`config.mk`:
```
export PLATFORM = sky130hd
export DESIGN_NAME = alu181_nibble_seq
export DESIGN_NICKNAME = d
export VERILOG_FILES = /design/src/rtl/alu181_pkg.sv /design/src/rtl/alu181_slice.sv /design/src/rtl/alu181_nibble_seq.sv
export SDC_FILE = /design/constraint.sdc
export NUM_CORES = 1
export LEC_CHECK = 0
export BUFFER_PORTS_ARGS = -buffer_cell sky130_fd_sc_hd__buf_2
export CAP_MARGIN = 20
export CELL_PAD_IN_SITES_DETAIL_PLACEMENT = 0
export CELL_PAD_IN_SITES_GLOBAL_PLACEMENT = 1
export CORE_MARGIN = 2
export CORE_UTILIZATION = 39
export DETAILED_ROUTE_END_ITERATION = 10
export PLACE_DENSITY_LB_ADDON = 0.1
export SYNTH_ARGS = -nofsm -noshare
export SYNTH_HDL_FRONTEND = slang
export SYNTH_SLANG_ARGS = --single-unit
```
`constraint.sdc`:
```
create_clock -name clk -period 2.7 [get_ports clk]
set_input_delay 0.54 -clock clk [delete_from_list [all_inputs] [get_ports clk]]
set_output_delay 0.54 -clock clk [all_outputs]
set_load 0.02 [all_outputs]
```
`src/rtl/alu181_pkg.sv`:
```
// Shared types and constants for the nibble-serial 74181 sequencer.
package alu181_pkg;

    localparam int NIB_W = 4;

    localparam logic [3:0] S_ADD    = 4'b1001;
    localparam logic [3:0] S_SUB    = 4'b0110;
    localparam logic [3:0] S_DEC    = 4'b1111;
    localparam logic [3:0] S_XOR_L  = 4'b0110;
    localparam logic [3:0] S_NOTA_L = 4'b0000;

    typedef enum logic [1:0] {
        ST_IDLE = 2'd0,
        ST_RUN  = 2'd1,
        ST_DONE = 2'd2
    } state_e;

    // Observation bundle: sequencer state plus the slice group outputs,
    // which have no functional consumer in a single-slice ripple.
    typedef struct packed {
        state_e state;
        logic   grp_p_n;
        logic   grp_g_n;
    } seq_dbg_t;

endpackage

```
`src/rtl/alu181_slice.sv`:
```
// Combinational 4-bit 74181 function, active-high data, active-low carries.
module alu181_slice
    import alu181_pkg::*;
(
    input  logic [NIB_W-1:0] a,
    input  logic [NIB_W-1:0] b,
    input  logic [3:0]       s,
    input  logic             m,
    input  logic             cn,
    output logic [NIB_W-1:0] f,
    output logic             p_n,
    output logic             g_n,
    output logic             cn4,
    output logic             a_eq_b
);

    logic [NIB_W-1:0] p;
    logic [NIB_W-1:0] g;
    logic [NIB_W:0]   c;

    // p/g are the two select-gated operand terms; F = p + g + carry in
    // arithmetic mode, and the complemented half-sum in logic mode.
    always_comb begin
        p    = a | (b & {NIB_W{s[0]}}) | (~b & {NIB_W{s[1]}});
        g    = (a & ~b & {NIB_W{s[2]}}) | (a & b & {NIB_W{s[3]}});
        c    = '0;
        c[0] = ~cn;
        for (int i = 0; i < NIB_W; i++) begin
            c[i+1] = g[i] | (p[i] & c[i]);
        end
        f      = m ? ~(p ^ g) : (p ^ g ^ c[NIB_W-1:0]);
        cn4    = ~c[NIB_W];
        a_eq_b = &f;
        p_n    = ~(&p);
        g_n    = ~(g[3] | (p[3] & g[2]) | (p[3] & p[2] & g[1]) | (p[3] & p[2] & p[1] & g[0]));
    end

endmodule

```
`src/rtl/alu181_nibble_seq.sv`:
```
// Runs a W-bit 74181 operation through one slice, LSB nibble first.
// Optional abort input enabled by defining ALU181_NIBBLE_SEQ_ABORT_EN.
module alu181_nibble_seq
    import alu181_pkg::*;
#(
    parameter int NIBBLES = 4
) (
    input  logic                     clk,
    input  logic                     rst_n,
    input  logic                     start,
    input  logic [NIB_W*NIBBLES-1:0] a,
    input  logic [NIB_W*NIBBLES-1:0] b,
    input  logic [3:0]               s,
    input  logic                     m,
    input  logic                     cn,
`ifdef ALU181_NIBBLE_SEQ_ABORT_EN
    input  logic                     abort,
`endif
    output logic                     busy,
    output logic                     done,
    output logic [NIB_W*NIBBLES-1:0] f,
    output logic                     cout_n,
    output logic                     a_eq_b,
    output seq_dbg_t                 dbg
);

    localparam int W     = NIB_W * NIBBLES;
    localparam int IDX_W = (NIBBLES > 1) ? $clog2(NIBBLES) : 1;
    localparam logic [IDX_W-1:0] IDX_LAST = IDX_W'(NIBBLES - 1);

    // Handshake: start is sampled on a rising edge only while busy=0
    // (IDLE or DONE); busy covers every RUN cycle; done is high for exactly
    // the one cycle in which f/cout_n/a_eq_b first show the new result.

    state_e           state;
    logic [IDX_W-1:0] idx;
    logic [W-1:0]     a_q;
    logic [W-1:0]     b_q;
    logic [W-1:0]     f_q;
    logic [3:0]       s_q;
    logic             m_q;
    logic             carry_q;
    logic             eq_acc;
    logic             cout_q;
    logic             aeq_q;
    logic             busy_q;
    logic             done_q;
    logic             abort_req;

    logic [NIB_W-1:0] sl_a;
    logic [NIB_W-1:0] sl_b;
    logic [NIB_W-1:0] sl_f;
    logic             sl_p_n;
    logic             sl_g_n;
    logic             sl_cn4;
    logic             sl_aeqb;

`ifdef ALU181_NIBBLE_SEQ_ABORT_EN
    assign abort_req = abort;
`else
    assign abort_req = 1'b0;
`endif

    assign sl_a = a_q[NIB_W*idx +: NIB_W];
    assign sl_b = b_q[NIB_W*idx +: NIB_W];

    alu181_slice u_slice (
        .a      (sl_a),
        .b      (sl_b),
        .s      (s_q),
        .m      (m_q),
        .cn     (carry_q),
        .f      (sl_f),
        .p_n    (sl_p_n),
        .g_n    (sl_g_n),
        .cn4    (sl_cn4),
        .a_eq_b (sl_aeqb)
    );

    always_ff @(posedge clk or negedge rst_n) begin
        if (!rst_n) begin
            state   <= ST_IDLE;
            idx     <= '0;
            a_q     <= '0;
            b_q     <= '0;
            f_q     <= '0;
            s_q     <= '0;
            m_q     <= 1'b0;
            carry_q <= 1'b1;
            eq_acc  <= 1'b1;
            cout_q  <= 1'b1;
            aeq_q   <= 1'b0;
            busy_q  <= 1'b0;
            done_q  <= 1'b0;
        end else begin
            case (state)
                ST_IDLE, ST_DONE: begin
                    done_q <= 1'b0;
                    if (start) begin
                        a_q     <= a;
                        b_q     <= b;
                        s_q     <= s;
                        m_q     <= m;
                        carry_q <= cn;
                        idx     <= '0;
                        f_q     <= '0;
                        eq_acc  <= 1'b1;
                        busy_q  <= 1'b1;
                        state   <= ST_RUN;
                    end else begin
                        state   <= ST_IDLE;
                    end
                end
                ST_RUN: begin
                    // The current nibble is committed even on abort, so an
                    // aborted op leaves every nibble processed so far in f.
                    f_q[NIB_W*idx +: NIB_W] <= sl_f;
                    carry_q <= sl_cn4;
                    eq_acc  <= eq_acc & sl_aeqb;
                    idx     <= idx + IDX_W'(1);
                    if (abort_req) begin
                        busy_q <= 1'b0;
                        state  <= ST_IDLE;
                    end else if (idx == IDX_LAST) begin
                        busy_q <= 1'b0;
                        done_q <= 1'b1;
                        cout_q <= sl_cn4;
                        aeq_q  <= eq_acc & sl_aeqb;
                        state  <= ST_DONE;
                    end
                end
                default: begin
                    busy_q <= 1'b0;
                    done_q <= 1'b0;
                    state  <= ST_IDLE;
                end
            endcase
        end
    end

    assign busy   = busy_q;
    assign done   = done_q;
    assign f      = f_q;
    assign cout_n = cout_q;
    assign a_eq_b = aeq_q;
    assign dbg    = '{state: state, grp_p_n: sl_p_n, grp_g_n: sl_g_n};

endmodule
```
==> results of run 1 <==
==> flip-flops by register name (all words and copies together), names as in the netlist <==
signal / cells
m_q: 1
done: 1
f: 16
b_q: 16
idx: 2
eq_acc: 1
s_q: 4
busy: 1
state: 1
carry_q: 1
a_eq_b: 1
a_q: 16
cout_n: 1
==> worst max-delay path: stages, from the launching register on <==
cell,delay (ns)
dfrtp_2,0.42
buf_4,0.15
mux4_2,0.54
nor2b_1,0.13
a211o_1,0.14
or4b_4,0.48
buf_6,0.15
==> power by group through the flow <==
stage                     Sequential [mW]  Combinational [mW]  Clock, mW
final                                1.66                3.20      0.886
after global routing                 1.72                3.51      0.960
after CTS                            1.67                3.13      0.917
after detailed placement             1.68                2.99          0
after global placement               1.68                2.97          0
after floorplan                      1.70                2.07          0
==> area by class of cell <==
cell class | count | area share
clock inverter | 4 | 0.01871
timing repair buffer | 82 | 0.1283
clock buffer | 12 | 0.03876
tap | 99 | 0.03308
inverter | 4 | 0.004009
multi-input combinational | 163 | 0.3615
sequential | 62 | 0.4156
==> what timing repair did <==
item | in CTS | in global routing
buffers inserted | 3 | 3
endpoints found under the setup margin | 2 | 4
cloned | 0 | 0
gates resized for setup | 5 | 4
pin swaps | 2 | 1
==> path summary, 6_finish.rpt <==
check,end,slack [ns],cells past startpoint
max,dbg[1],-0.18,6
min,state[0],0.23,1
max reg2reg,a_eq_b,0.14,8
min reg2reg,f[14],0.47,2
max in group asynchronous,eq_acc,1.80,2
min in group clk,a_q[11],0.43,2
==> cells by family after synthesis <==
group,after synthesis,synth area share
fa+ha+maj,5,0.02104
simple gates,58,0.1002
buf+inv,16,0.02820
compound gates,44,0.08713
flops,62,0.5232
xor+xnor,3,0.008840
mux,53,0.2315
==> per-layer routing <==
metal  part of all wire  vias to the layer above  track usage
met5                  0                        -            0
met4              0.019                        0      0.07576
met3              0.039                       13      0.03734
met2               0.49                       45       0.2525
met1               0.46                     1007       0.2023
li1                   -                     1033            -
==> cells in the final DEF, fill, tap and decap left out, types with 4 or more instances in the layout <==
cell type,count
a21oi_1,11
buf_2,62
buf_4,17
clkbuf_8,10
dfrtp_1,58
ha_1,5
inv_1,4
mux2_2,39
mux4_2,8
nand2_1,27
nand3_1,4
nor2_1,7
nor2b_1,4
o21ai_0,21
==> stage by stage <==
step / util / instances / worst slack, ns / setup TNS (ns)
after CTS: 0.5069 / 423 / -0.2143 / -0.4258
after global routing: 0.5108 / 426 / -0.2616 / -0.5210
final: 0.5108 / 426 / -0.1798 / -0.3212
after detailed placement: 0.4723 / 404 / 0.03525 / 0
after global placement: 0.4723 / 404 / 0.08671 / 0
after floorplan: - / 241 / 0.1150 / 0
==> metrics.md, run 1 <==
| Metric | Value |
|---|---|
| Internal | 3.511 mW |
| # setup viols final | 2 |
| Initial Utilization | 0.4055 |
| Fill count | 664 |
| P_sw | 2.238 mW |
| Area leader, netlist | dfrtp_1 |
| Post-synth net total | 287 |
| CP Class | flop to output pin |
| YS warnings | 0 |
| I/O pins | 65 |
| DP HPWL | 4.514 mm |
| Core Region | 7331 um2 |
| Reg power frac | 0.289 |
| GRT overflow | 0 |
| Starting DRT DRC Count | 49 |
| Most frequent cells after synthesis | 59 x dfrtp_1, 39 x mux2_2, 27 x nand2_1, 22 x o21ai_0, 11 x a21oi_1 |
| Ys flop type | dfrtp_1 |
| Layout cell share with drive strength beyond 1 | 0.4771 |
| Clk root buf | clkbuf_8 |
| Row count | 31 |
| Die area | 8338 um2 |
| Per-cell routed wire length | 14.50 um |
| Area of the multi-input gates | 1354 um2 |
| Post-synthesis instance total | 241 |
| Final Critical Period | 2.880 ns |
| Clock slew seen by the registers of the worst setup and hold paths | 0.06 ns |
| Worst-Skew Late Latency | 0.33 ns |
| Initial DRT Pass Iterations | 4 |
| Crit path from | idx[0] |
| Final WS setup | -0.1798 ns |
| TritonCTS Buffers | 9 |
| Mapped Area | 2973 um2 |
| Initial antenna violation count | 0 |
| Post-synth EDFFs | 0 |
| Pwr Density | 1535 nW/um2 |
| Worst EP required | 2.16 ns |
| Failing checks | negative setup slack |
| Clk pwr share | 0.154 |
| Vias in the first global route | 2097 |
| CTS tree | built |
| Most frequent cell after synthesis | dfrtp_1 |
| Top post-synthesis cells by area | dfrtp_1 50%, mux2_2 15%, mux4_2 6.1% |
| CP arrival | 2.34 ns |
| Slew Limit Fails | 0 |
| Vias per cell | 4.925 |
| Design Area, Final | 3745 um2 |
| Final hold violation count | 0 |
| Total track usage | 0.1579 |
| Seq cells post-synth | 62 |
| Hold_buf cts | 0 |
| Post-synth cell types | 44 |
| Max_cap viols | 0 |
| CTS H-Tree Depth | 3 |
| Count of port buffers added during placement | 64 |
| Global-route wire length before repair | 10.14 mm |
| Ant. Diodes | 0 |
| Max frequency | 0.3472 GHz |
| Crit-path max FO | 5 |
| Global placement routability congestion | 0.7800 |
| Maximum buffer depth of the clock tree | 2 |
| Status | finished with violations |
| Worst setup SP type | flop |
| DR DRC count | 0 |
| Yosys top cell area share | 0.4966 |
| Seq. cell area | 1556 um2 |
| Register area share after synthesis | 0.5231 |
| Die height | 91.31 um |
| Syn avg cell area | 12.34 um2 |
| Area grow syn2layout | 25.97% |
| Largest net degree at the start of global routing | 46 |
| Asr flop ratio synth | 1.000 |
| Post-DRT Antenna Nets | 0 |
| Maximum VDD drop | 505.6 uV |
| DRT Wirelength | 6.178 mm |
| Final period util | 1.067 |
| Slew HR | 0.5610 |
| Clock skew | 0.006332 ns |
| Leakage | 1.730 nW |
| Hold Path Class | primary input to asynchronous set/reset pin |
| Sw frac | 0.3893 |
| Comb power frac | 0.557 |
| CTS Sinks | 62 |
| Slew @ Worst Pin | 0.6585 ns |
| RSZ-0062 raised after global routing | true |
| Nets | 368 |
| Worst Setup End Kind | output pin |
| Worst hold margin | 0.2341 ns |
| Worst r2r src | idx[0] |
| Placed inst area | 3462 um2 |
| Final Power | 5.749 mW |
| Vias | 2098 |
| DIE WIDTH | 91.31 um |
No activity file was read; power rests on OpenSTA's default activity.
==> run 2, diff against run 1 <==
Settings changed: CORE_ASPECT_RATIO set to 2, CORE_UTILIZATION 39 to 38, SYNTH_HIERARCHICAL set to 1.
==> run 2 against run 1 <==
The flow still finishes with violations (negative setup slack). Cell count rose by 14%. First-iteration DRC count up 130%. Register-to-register slack worse by 0.10 ns. Total power is 11% higher. Sequential share of layout area shrank 2.7 points. Sequential cell count did not move. Count of clock-buffer cells in the layout unchanged. Critical path depth is 2 higher. Largest power group unchanged.
==> metrics.md, run 2 <==
| Metric | Value |
|---|---|
| Met1 Wirelength | 2.796 mm |
| Critical R2R Capture | f[5] |
| Layout cell share with drive strength beyond 1 | 0.3548 |
| Initial Utilization | 0.3911 |
| Met3 WL | 271 um |
| Xor/xnor share of the synthesized area | 0.005680 |
| Slew Limit Fails | 0 |
| Status | finished with violations |
| Area leader, netlist | dfrtp_1 |
| Critical path endpoint | dbg[0] |
| I/O pins | 65 |
| Placed inst area | 3546 um2 |
| Row count | 46 |
| Final setup TNS | -0.3970 ns |
| Clk root buf | clkbuf_16 |
| Worst Setup End Kind | output pin |
| DIE WIDTH | 67.71 um |
| Total track usage | 0.1908 |
| Area of the multi-input gates | 1494 um2 |
| TritonCTS Buffers | 9 |
| Most frequent cells after synthesis | 121 x nand2_1, 59 x dfrtp_1, 14 x a22o_1, 9 x nor2_1, 8 x mux4_2 |
| Reg2reg path depth | 8 |
| Count of port buffers added during placement | 64 |
| Vias | 2445 |
| Highest Signal Layer | met4 |
| Nets | 431 |
| Initial DRT Pass Iterations | 4 |
| Leakage | 2.037 nW |
| Most common cell after layout, fill and taps aside | nand2_1 |
| Seq cells post-synth | 62 |
| Final Critical Period | 2.915 ns |
| DR DRC count | 0 |
| Initial antenna violation count | 0 |
| Asr flop ratio synth | 1.000 |
| Post-synthesis instance total | 306 |
| Largest net degree at the start of global routing | 41 |
| Design Area, Final | 4006 um2 |
| Failing checks | negative setup slack |
| Per-cell routed wire length | 15.91 um |
| Crit-path max FO | 5 |
| Starting DRT DRC Count | 113 |
| Max_cap viols | 0 |
| Post-synth EDFFs | 0 |
| Hold_buf cts | 0 |
| Post-DRT Antenna Nets | 0 |
| Final period util | 1.080 |
| Crit path from | idx[0] |
| DP HPWL | 5.776 mm |
| Post-synth net total | 353 |
| Worst-Skew Late Latency | 0.33 ns |
| Fill count | 769 |
| Hold Path Class | primary input to asynchronous set/reset pin |
| CTS H-Tree Depth | 3 |
| Final WS setup | -0.2150 ns |
| CP arrival | 2.37 ns |
| CTS tree | built |
| Synth Area in Simple Gates | 0.2203 |
| Worst setup SP type | flop |
| Maximum buffer depth of the clock tree | 2 |
| Vias per cell | 5.041 |
| CTS Sinks | 62 |
| Syn avg cell area | 10.08 um2 |
| Pwr Density | 1589 nW/um2 |
| GRT overflow | 0 |
| Met2 wire len | 4.432 mm |
| Combinational family with the most area after synthesis | simple AND/OR/NAND/NOR gates |
| Most frequent cell after synthesis | nand2_1 |
| Area grow syn2layout | 29.90% |
| Post-synth cell types | 48 |
| Slew @ Worst Pin | 0.6932 ns |
| Mux cell area share after synthesis | 0.09128 |
| Clock slew seen by the registers of the worst setup and hold paths | 0.05 ns |
| Post-synthesis adder-cell area fraction | 0.02434 |
| Mapped Area | 3084 um2 |
| Register area share after synthesis | 0.5043 |
| CP Class | flop to output pin |
| Compound-Gate Fraction of Synth Area | 0.1164 |
| DRT Wirelength | 7.714 mm |
| Slew HR | 0.5369 |
| Yosys top cell area share | 0.4787 |
| Worst EP required | 2.16 ns |
| Global placement routability congestion | 0.8060 |
| Seq. cell area | 1556 um2 |
| Final Power | 6.367 mW |
| Most frequent cells in the layout | 121 x nand2_1, 62 x buf_2, 58 x dfrtp_1, 17 x buf_4, 14 x a22o_1 |
| Die area | 8897 um2 |
| Ant. Diodes | 0 |
| Top post-synthesis cells by area | dfrtp_1 48%, nand2_1 15%, mux4_2 5.8% |
| Core Region | 7885 um2 |
| Ys flop type | dfrtp_1 |
| RSZ-0062 raised after global routing | true |
| Global-route wire length before repair | 12.36 mm |
| R2R setup slack | 0.04 ns |
| Clock skew | 0.006676 ns |
| Vias in the first global route | 2510 |
| # setup viols final | 2 |
| Maximum VDD drop | 583.6 uV |
| Worst hold margin | 0.2211 ns |
| Worst r2r src | idx[0] |
| YS warnings | 6 |
| Max frequency | 0.3431 GHz |
| Final hold violation count | 0 |
| Die height | 131.4 um |
## run 2: final cells by class
| cell class | instances | area share |
|---|---|---|
| repair buffers | 83 | 0.1249 |
| inverters | 5 | 0.004685 |
| clock inverters | 4 | 0.01749 |
| clock buffers | 12 | 0.06152 |
| flip-flops and latches | 62 | 0.3885 |
| multi-input cells | 223 | 0.3729 |
| well taps | 96 | 0.02998 |
## run 2: power breakdown
part	internal [mW]	switching [mW]
clock network	0.829	0.404
registers	1.36	0.329
logic	1.58	1.87
## run 2: worst min path at each step
stage                     endpoint  slack [ns]  cells past startpoint
after CTS                     busy        0.25                      1
final                         busy        0.22                      1
after global routing          busy        0.27                      1
after floorplan             a_eq_b        0.24                      0
after detailed placement   a_q[15]        0.46                      2
after global placement      a_q[1]        0.46                      2
## run 2: repair_timing
item | 4_1_cts | 5_1_grt
buffers inserted | 2 | 5
resized for setup | 10 | 15
endpoints found under the setup margin | 5 | 8
gates cloned | 0 | 0
pin swaps | 3 | 10
## run 2: per-stage QoR
step	util	std cells	setup WS, ns
2_1_floorplan	-	306	0.0001599
3_3_place_gp	0.4497	462	0.003332
6_report	0.5081	485	-0.2150
3_5_place_dp	0.4497	462	-0.03670
4_1_cts	0.4954	480	-0.2421
5_1_grt	0.5081	485	-0.3033
## run 2: cells by family after synthesis
kind of cell	Yosys count
compound gates	45
xor+xnor	2
fa+ha+maj	6
buf+inv	21
flops	62
mux	17
simple gates	153
## run 2: metal layers
metal  up-vias  GRT usage
met5         -          0
met4         0    0.09637
met3        15    0.05223
met2        55     0.3366
met1      1177     0.1943
li1       1198          -
## run 2: critical path, cell delays in order (launching register included)
cell and delay (ns):
dfrtp_2 0.42, buf_4 0.14, buf_12 0.11, mux4_2 0.54, a211o_1 0.33, buf_4 0.16, o21ai_1 0.07, and2_4 0.15
buf_6 0.11
